File: src/rtl/encoder_scan_n.sv
// encoder_scan_n: captures an N-bit request vector and emits each set index, lowest first, via valid/ready.
// Optional sticky load-while-busy error output when ENCODER_SCAN_ERR_EN is defined.
module encoder_scan_n #(
   parameter int N = 8,
   parameter int W = 3
) (
   input  logic         clk,
   input  logic         rst_n,
   input  logic         load,
   input  logic [N-1:0] req,
   output logic         busy,
   output logic         y_valid,
   input  logic         y_ready,
   output logic [W-1:0] y,
   output logic         last,
   output logic         zero
`ifdef ENCODER_SCAN_ERR_EN
  ,output logic         err
`endif
);
   typedef enum logic {IDLE, SCAN} state_t;
   state_t state, state_nx;
   logic [N-1:0] pending, cand;
   logic [W-1:0] lo;
   logic hs, take, one;
   assign busy    = state == SCAN;
   assign y_valid = busy;
   assign hs      = busy && y_ready;
   assign take    = hs || (!busy && load && |req);
   // Next vector to scan: current pending minus the accepted index, or a fresh capture.
   assign cand    = busy ? pending & ~(N'(1) << y) : req;
   assign one     = |cand && ~|(cand & (cand - N'(1)));
   always_comb begin
      lo = '0;
      for (int i = N - 1; i >= 0; i--)
         if (cand[i]) lo = W'(i);
   end
   always_comb begin
      state_nx = state;
      state_nx = (state == IDLE) ? ((load && |req) ? SCAN : IDLE)
                                 : ((hs && ~|cand) ? IDLE : SCAN);
   end
   always_ff @(posedge clk or negedge rst_n) begin
      if (!rst_n) state <= IDLE;
      else        state <= state_nx;
   end
   always_ff @(posedge clk or negedge rst_n) begin
      if (!rst_n) begin
         pending <= '0;
         y       <= '0;
         last    <= 1'b0;
         zero    <= 1'b0;
      end else begin
         if (take) begin
            pending <= cand;
            last    <= one;
            if (|cand) y <= lo;
         end
         zero <= !busy && load && ~|req;
      end
   end
`ifdef ENCODER_SCAN_ERR_EN
   always_ff @(posedge clk or negedge rst_n) begin
      if (!rst_n) err <= 1'b0;
      else        err <= err | (load && busy);
   end
`endif
endmodule

File: config.mk
export PLATFORM = sky130hd
export DESIGN_NAME = encoder_scan_n
export DESIGN_NICKNAME = d
export VERILOG_FILES = /design/src/rtl/encoder_scan_n.sv
export SDC_FILE = /design/constraint.sdc
export NUM_CORES = 1
export LEC_CHECK = 0
export ABC_CLOCK_PERIOD_IN_PS = 2550
export BUFFER_PORTS_ARGS = -buffer_cell sky130_fd_sc_hd__buf_2
export CORE_MARGIN = 8
export CORE_UTILIZATION = 53
export DETAILED_ROUTE_END_ITERATION = 8
export PLACE_DENSITY = 0.77
export RECOVER_POWER = 25
export SETUP_SLACK_MARGIN = 0.2
export SYNTH_ARGS = -nofsm -noshare
export SYNTH_HDL_FRONTEND = slang
export SYNTH_SLANG_ARGS = --single-unit
export TNS_END_PERCENT = 5
File: constraint.sdc
create_clock -name clk -period 2.55 [get_ports clk]
set_input_delay 0.1275 -clock clk [delete_from_list [all_inputs] [get_ports clk]]
set_output_delay 0.1275 -clock clk [all_outputs]
set_load 0.02 [all_outputs]
==> results of run 1 <==
==> how the worst min path moves through the flow <==
stage | startpoint | depth (start not counted) | endpoint
6_report | y_ready | 2 | busy
5_1_grt | y_ready | 2 | busy
4_1_cts | y_ready | 2 | busy
3_5_place_dp | rst_n | 1 | y[0]
3_3_place_gp | rst_n | 1 | y[0]
2_1_floorplan | rst_n | 0 | busy
==> state kept, by name, indices dropped and copies added (netlist names) <==
register,count
pending,8
zero,1
busy,1
last,1
y,3
==> where the power goes <==
part	leakage, nW	switching [W]	internal (W)	total (W)
Combinational	0.300	0.000373	0.000307	0.000679
Clock	0.0210	0.0000776	0.0000871	0.000165
Sequential	0.165	0.000109	0.000311	0.000420
Total	0.487	0.000560	0.000705	0.00126
==> logic make-up after synthesis <==
kind of cell               after synthesis  synth area share
adders and majority gates                1            0.0103
muxes                                    8            0.0876
and+or+nand+nor                         25             0.133
AOI/OAI and AO/OA                       37             0.286
buffers and inverters                   11             0.113
DFF                                     14             0.361
xor gates and xnor gates                 1           0.00902
==> metal layers <==
metal | share of wire | up-vias
met3 | 0.037 | 5
met5 | 0 | -
li1 | - | 418
met4 | 0.026 | 0
met1 | 0.47 | 378
met2 | 0.46 | 22
==> repair_timing <==
item	4_1_cts	5_1_grt
hold endpoints to repair	14	0
setup buffers	0	0
hold buffers	1	0
gates resized for setup	0	0
==> layout by cell type (no fill, tap or decap), drive strengths merged, types with 2 or more instances in the layout <==
cell type / n
nand3: 2
mux2: 4
a21oi: 15
o21ai: 3
nand2: 5
a41oi: 3
a31oi: 3
inv: 4
mux2i: 4
dfrtp: 14
o31ai: 2
clkbuf: 5
nor2: 9
buf: 21
nor4: 2
o41ai: 2
==> final cells by class <==
class / instances / area, sq um
Multi-Input combinational cell: 72 / 510
Sequential cell: 14 / 350
Timing Repair Buffer: 23 / 129
Inverter: 4 / 15.0
Fill cell: 152 / 654
Clock buffer: 4 / 36.3
Tap cell: 25 / 31.3
==> per-stage QoR <==
| stage | worst slack, ps | hold slack (ps) |
|---|---|---|
| final | 511 | 42.1 |
| after global routing | 390 | 62.1 |
| after CTS | 511 | 40.5 |
| after detailed placement | 533 | 46.6 |
| after global placement | 561 | 46.4 |
| after floorplan | 589 | -168 |
==> worst reg2reg max path: cells and delay by family (launching register included) <==
family	cells	cell delay, ps
compound gates	4	950
flops	1	540
simple gates	2	470
==> key figures, run 1 <==
Timing
  – Endpoints failing setup: 0
  – Max frequency: 491 MHz
  – Final Max Slew Viols: 0
  – Post-Route Setup TNS: 0 ps
  – RSZ-0062 raised after global routing: false
  – Slew @ Worst Pin: 774 ps
  – Setup Skew: 9.76 ps
  – Tcrit/Tclk final: 0.799
  – Slew headroom: 0.484
  – Period minus WS final: 2040 ps
  – Hold Fails Final Rpt: 0

Global route
  – GRT busiest layer: met2
  – Antenna violations before repair: 0
  – Largest net degree at the start of global routing: 23
  – First-pass GRT wire length: 3510 um
  – GRT Util Overall: 0.133
  – Met1 Use GR: 0.162
  – GR Util met3: 0.0261
  – GRT met2 Usage: 0.209
  – Vias in the first global route: 780
  – Grt total ovfl: 0

Outcome
  – Outcome: finished clean

Placement
  – Hpwl dp: 1640 um
  – DP Cell Count: 137
  – Placed cell areas: 0.00103 sq mm
  – Buffers on Ports: 18
  – RePlAce Congestion: 0.870

Synthesis
  – Yosys top cell area share: 0.361
  – Synthesized Nets: 109
  – Syn_area_per_cell: 10.0 sq um
  – Dominant synthesized flop cell: dfrtp_1
  – Seq/Total Area, Yosys: 0.361
  – Yosys top cell by area: dfrtp_1
  – Count of different cell masters after synthesis: 41
  – Synth Instances: 97
  – Async SR Flop Fraction: 1.00
  – Mapped cell area: 971 sq um
  – Post-synth EDFFs: 0
  – Post-synthesis register bit count: 14
  – Top post-synthesis cells by count: a21oi_1, dfrtp_1, nor2_1
  – Top area cells in the synthesized netlist: dfrtp_1, a21oi_1, mux2_2
  – Synth warn: 0

Floorplan
  – Die area: 0.00346 sq mm
  – DIE WIDTH: 58.8 um
  – Die Ht: 58.8 um
  – Initial Util: 0.562
  – Total core area: 0.00173 sq mm
  – Rows: 15
  – I/O pin count: 19

Critical path
  – CP max stage cell: dfrtp_1
  – Critical Path AT: 2250 ps
  – Crit Path Max Fanout: 11
  – R2r setup slk: 510 ps
  – Worst Path Buf+Inv: 0
  – Worst setup path end: last
  – Critical Path RT: 2760 ps
  – Crit path cell chain: o311a_1, a21oi_2, nand4_1, nor3_1, o22ai_1, a31oi_1
  – Total number of cells along the worst setup path: 6
  – CP max stage delay: 540 ps
  – Crit path max-delay family: compound AO/OA/AOI/OAI gates
  – Reg-to-Reg End: last
  – CP startpoint kind: flip-flop
  – Critical Path Start: y[0]
  – Reg-to-reg startpoint: y[0]
  – R2R depth: 6
  – CP endpoint kind: flip-flop
  – Worst Path Class, Setup: reg -> reg

Cells and area
  – Synth-to-layout area growth: 10.4%
  – Final instance area: 0.00107 sq mm
  – Final instance count without filler cells: 142
  – Final net count: 130
  – Diode count: 0
  – Share of layout cells above drive strength 1: 0.350
  – Final core occ: 0.621

Drt
  – DRC viols: 0
  – DRT Wirelength: 2140 um
  – Vias per cell: 5.80
  – Routed vias: 823
  – First-pass DRT Iterations: 4
  – Final ANT Viol Nets: 0
  – Initial DRC Count: 18
  – Post-DR wirelength/cell: 15.1 um

Clocking
  – CTS Buf Count: 3
  – Clock root buffer: clkbuf_4
  – H-tree Lvls: 1
  – Clk Latency, worst-skew pair: 290 ps
  – CTS sink cnt: 14
  – Clock Path Buffers: 2
  – CTS tree: done
  – Clock Pin Slew Worst Setup and Hold Paths: 90 ps

Power and ir drop
  – Power Dens Cells: 1180 mW/mm^2
  – VDD IR-drop max: 0.586 mV
  – Pwr Total: 0.00126 W
  – Leakage: 0.487 nW

Min path
  – Min-delay worst type: in -> reg

Job
  – Maxcap violations: 0
(Power assumes the default switching activity.)
==> run 2: changes to the inputs <==
ABC_CLOCK_PERIOD_IN_PS = 2150   (was 2550)
clock period = 2.15 ns   (was 2.55 ns; I/O delays follow)
==> key figures, run 2 (synthesis results as in run 1) <==
Timing
  – WHS: 10.5 ps
  – Tcrit/Tclk final: 0.902
  – Period minus WS final: 1940 ps
  – Max frequency: 516 MHz
  – Final Max Slew Viols: 0
  – Slew headroom: 0.501
  – RSZ-0062 raised after global routing: true
  – Hold Fails Final Rpt: 0
  – Endpoints failing setup: 0
  – Post-Route Setup TNS: 0 ps
  – Slew @ Worst Pin: 749 ps
  – Setup Skew: 7.76 ps

Cells and area
  – Largest Register: pending
  – Share of layout cells above drive strength 1: 0.438
  – Commonest non-fill, non-tap cell in the layout: buf_2
  – Commonest cells after routing, fill and taps aside: buf_2, a21oi_1, dfrtp_1
  – Final instance area: 0.00117 sq mm
  – Diode count: 0
  – Final net count: 134
  – Largest regs: pending (8), y (3)
  – Synth-to-layout area growth: 20.4%
  – Max reg flops: 8
  – Final core occ: 0.677

Clocking
  – CTS tree: done
  – CTS sink cnt: 14
  – Clk Latency, worst-skew pair: 290 ps
  – Clock Path Buffers: 2
  – H-tree Lvls: 1
  – Clock root buffer: clkbuf_4
  – CTS Buf Count: 3
  – Clock Pin Slew Worst Setup and Hold Paths: 90 ps

Power and ir drop
  – Power Dens Cells: 1410 mW/mm^2
  – Leakage: 0.509 nW
  – VDD IR-drop max: 0.736 mV
  – Combinational share of power: 0.568
  – P_int: 0.000900 W
  – Net switching power: 0.000751 W
  – Switch share: 0.455
  – Clock Power Share: 0.118
  – Seq pwr share: 0.315

Placement
  – RePlAce Congestion: 0.823
  – Hpwl dp: 1740 um
  – Buffers on Ports: 18
  – Placed cell areas: 0.00102 sq mm

Critical path
  – CP max stage delay: 570 ps
  – Critical Path Start: busy
  – Critical Path RT: 2310 ps
  – Critical Path AT: 2100 ps
  – CP max stage cell: or4_4
  – Worst Path Buf+Inv: 1
  – Reg-to-reg startpoint: busy
  – Crit Path Max Fanout: 8
  – CP startpoint kind: flip-flop
  – Worst Path Class, Setup: reg -> reg
  – Crit path max-delay family: simple AND/OR/NAND/NOR gates
  – Crit path cell chain: buf_12, mux2i_2, a41oi_2, or4_4, o2111ai_2, a31oi_1
  – CP endpoint kind: flip-flop

Min path
  – Hold Startpoint: y_ready
  – Min-delay worst type: in -> reg

Global route
  – GRT Util Overall: 0.145
  – Largest net degree at the start of global routing: 23
  – First-pass GRT wire length: 3900 um
  – Grt total ovfl: 0
  – Antenna violations before repair: 0
  – Vias in the first global route: 898

Floorplan
  – I/O pin count: 19
  – Total core area: 0.00173 sq mm
  – DIE WIDTH: 58.8 um
  – Initial Util: 0.562
  – Die Ht: 58.8 um
  – Die area: 0.00346 sq mm
  – Rows: 15

Drt
  – First-pass DRT Iterations: 4
  – Final ANT Viol Nets: 0
  – Routed vias: 890
  – DRT Wirelength: 2480 um
  – DRC viols: 0
  – Post-DR wirelength/cell: 17.0 um
  – Vias per cell: 6.10
  – Initial DRC Count: 25

Outcome
  – Outcome: finished clean

Job
  – Maxcap violations: 0
## run 2: timing repair
action / in CTS / in global routing
hold buffers: 1 / 0
pin swaps: 0 / 3
hold endpoints to repair: 14 / 0
resized for setup: 3 / 9
setup buffers: 3 / 2
endpoints found under the setup margin: 4 / 3
## run 2: worst paths after layout
kind / endpoint / slack [ps] / cells past startpoint
max reg2reg: last / 210 / 6
min: busy / 10 / 2
min in group asynchronous: last / 390 / 2
max in group asynchronous: busy / 1220 / 2
max: last / 210 / 6
min reg2reg: pending[5] / 530 / 1
## run 2: area by class of cell
type | instances | area [sq um]
clock buffer | 4 | 36.3
fill | 152 | 558
inverter | 4 | 15.0
multi-input combinational | 72 | 558
sequential | 14 | 357
tap | 25 | 31.3
timing repair buffer | 27 | 171
## run 2: worst reg2reg max path: stages, from the launching register on
cell and delay, ps:
dfrtp_4 540, buf_12 150, mux2i_2 170, a41oi_2 70, or4_4 570, o2111ai_2 200
a31oi_1 100
## run 2: power by group through the flow
stage	sequential (W)	combinational (W)	clock, W
after floorplan	0.000482	0.000674	0
after global placement	0.000499	0.000801	0
after detailed placement	0.000507	0.000833	0
after CTS	0.000502	0.000848	0.000196
after global routing	0.000531	0.00102	0.000214
final	0.000519	0.000937	0.000195
## run 2: per-stage QoR
stage,cells,setup slack (ps),power (W)
6_report,146,211,0.00165
5_1_grt,146,152,0.00177
4_1_cts,144,206,0.00155
3_5_place_dp,136,79.0,0.00134
3_3_place_gp,136,169,0.00130
2_1_floorplan,97,245,0.00116
## run 2: per-layer routing
| metal | up-vias | part of all wire | GRT usage |
|---|---|---|---|
| met1 | 427 | 0.43 | 0.174 |
| met5 | - | 0 | 0 |
| met4 | 0 | 0.023 | 0.0819 |
| met2 | 36 | 0.49 | 0.224 |
| li1 | 420 | - | - |
| met3 | 7 | 0.057 | 0.0413 |
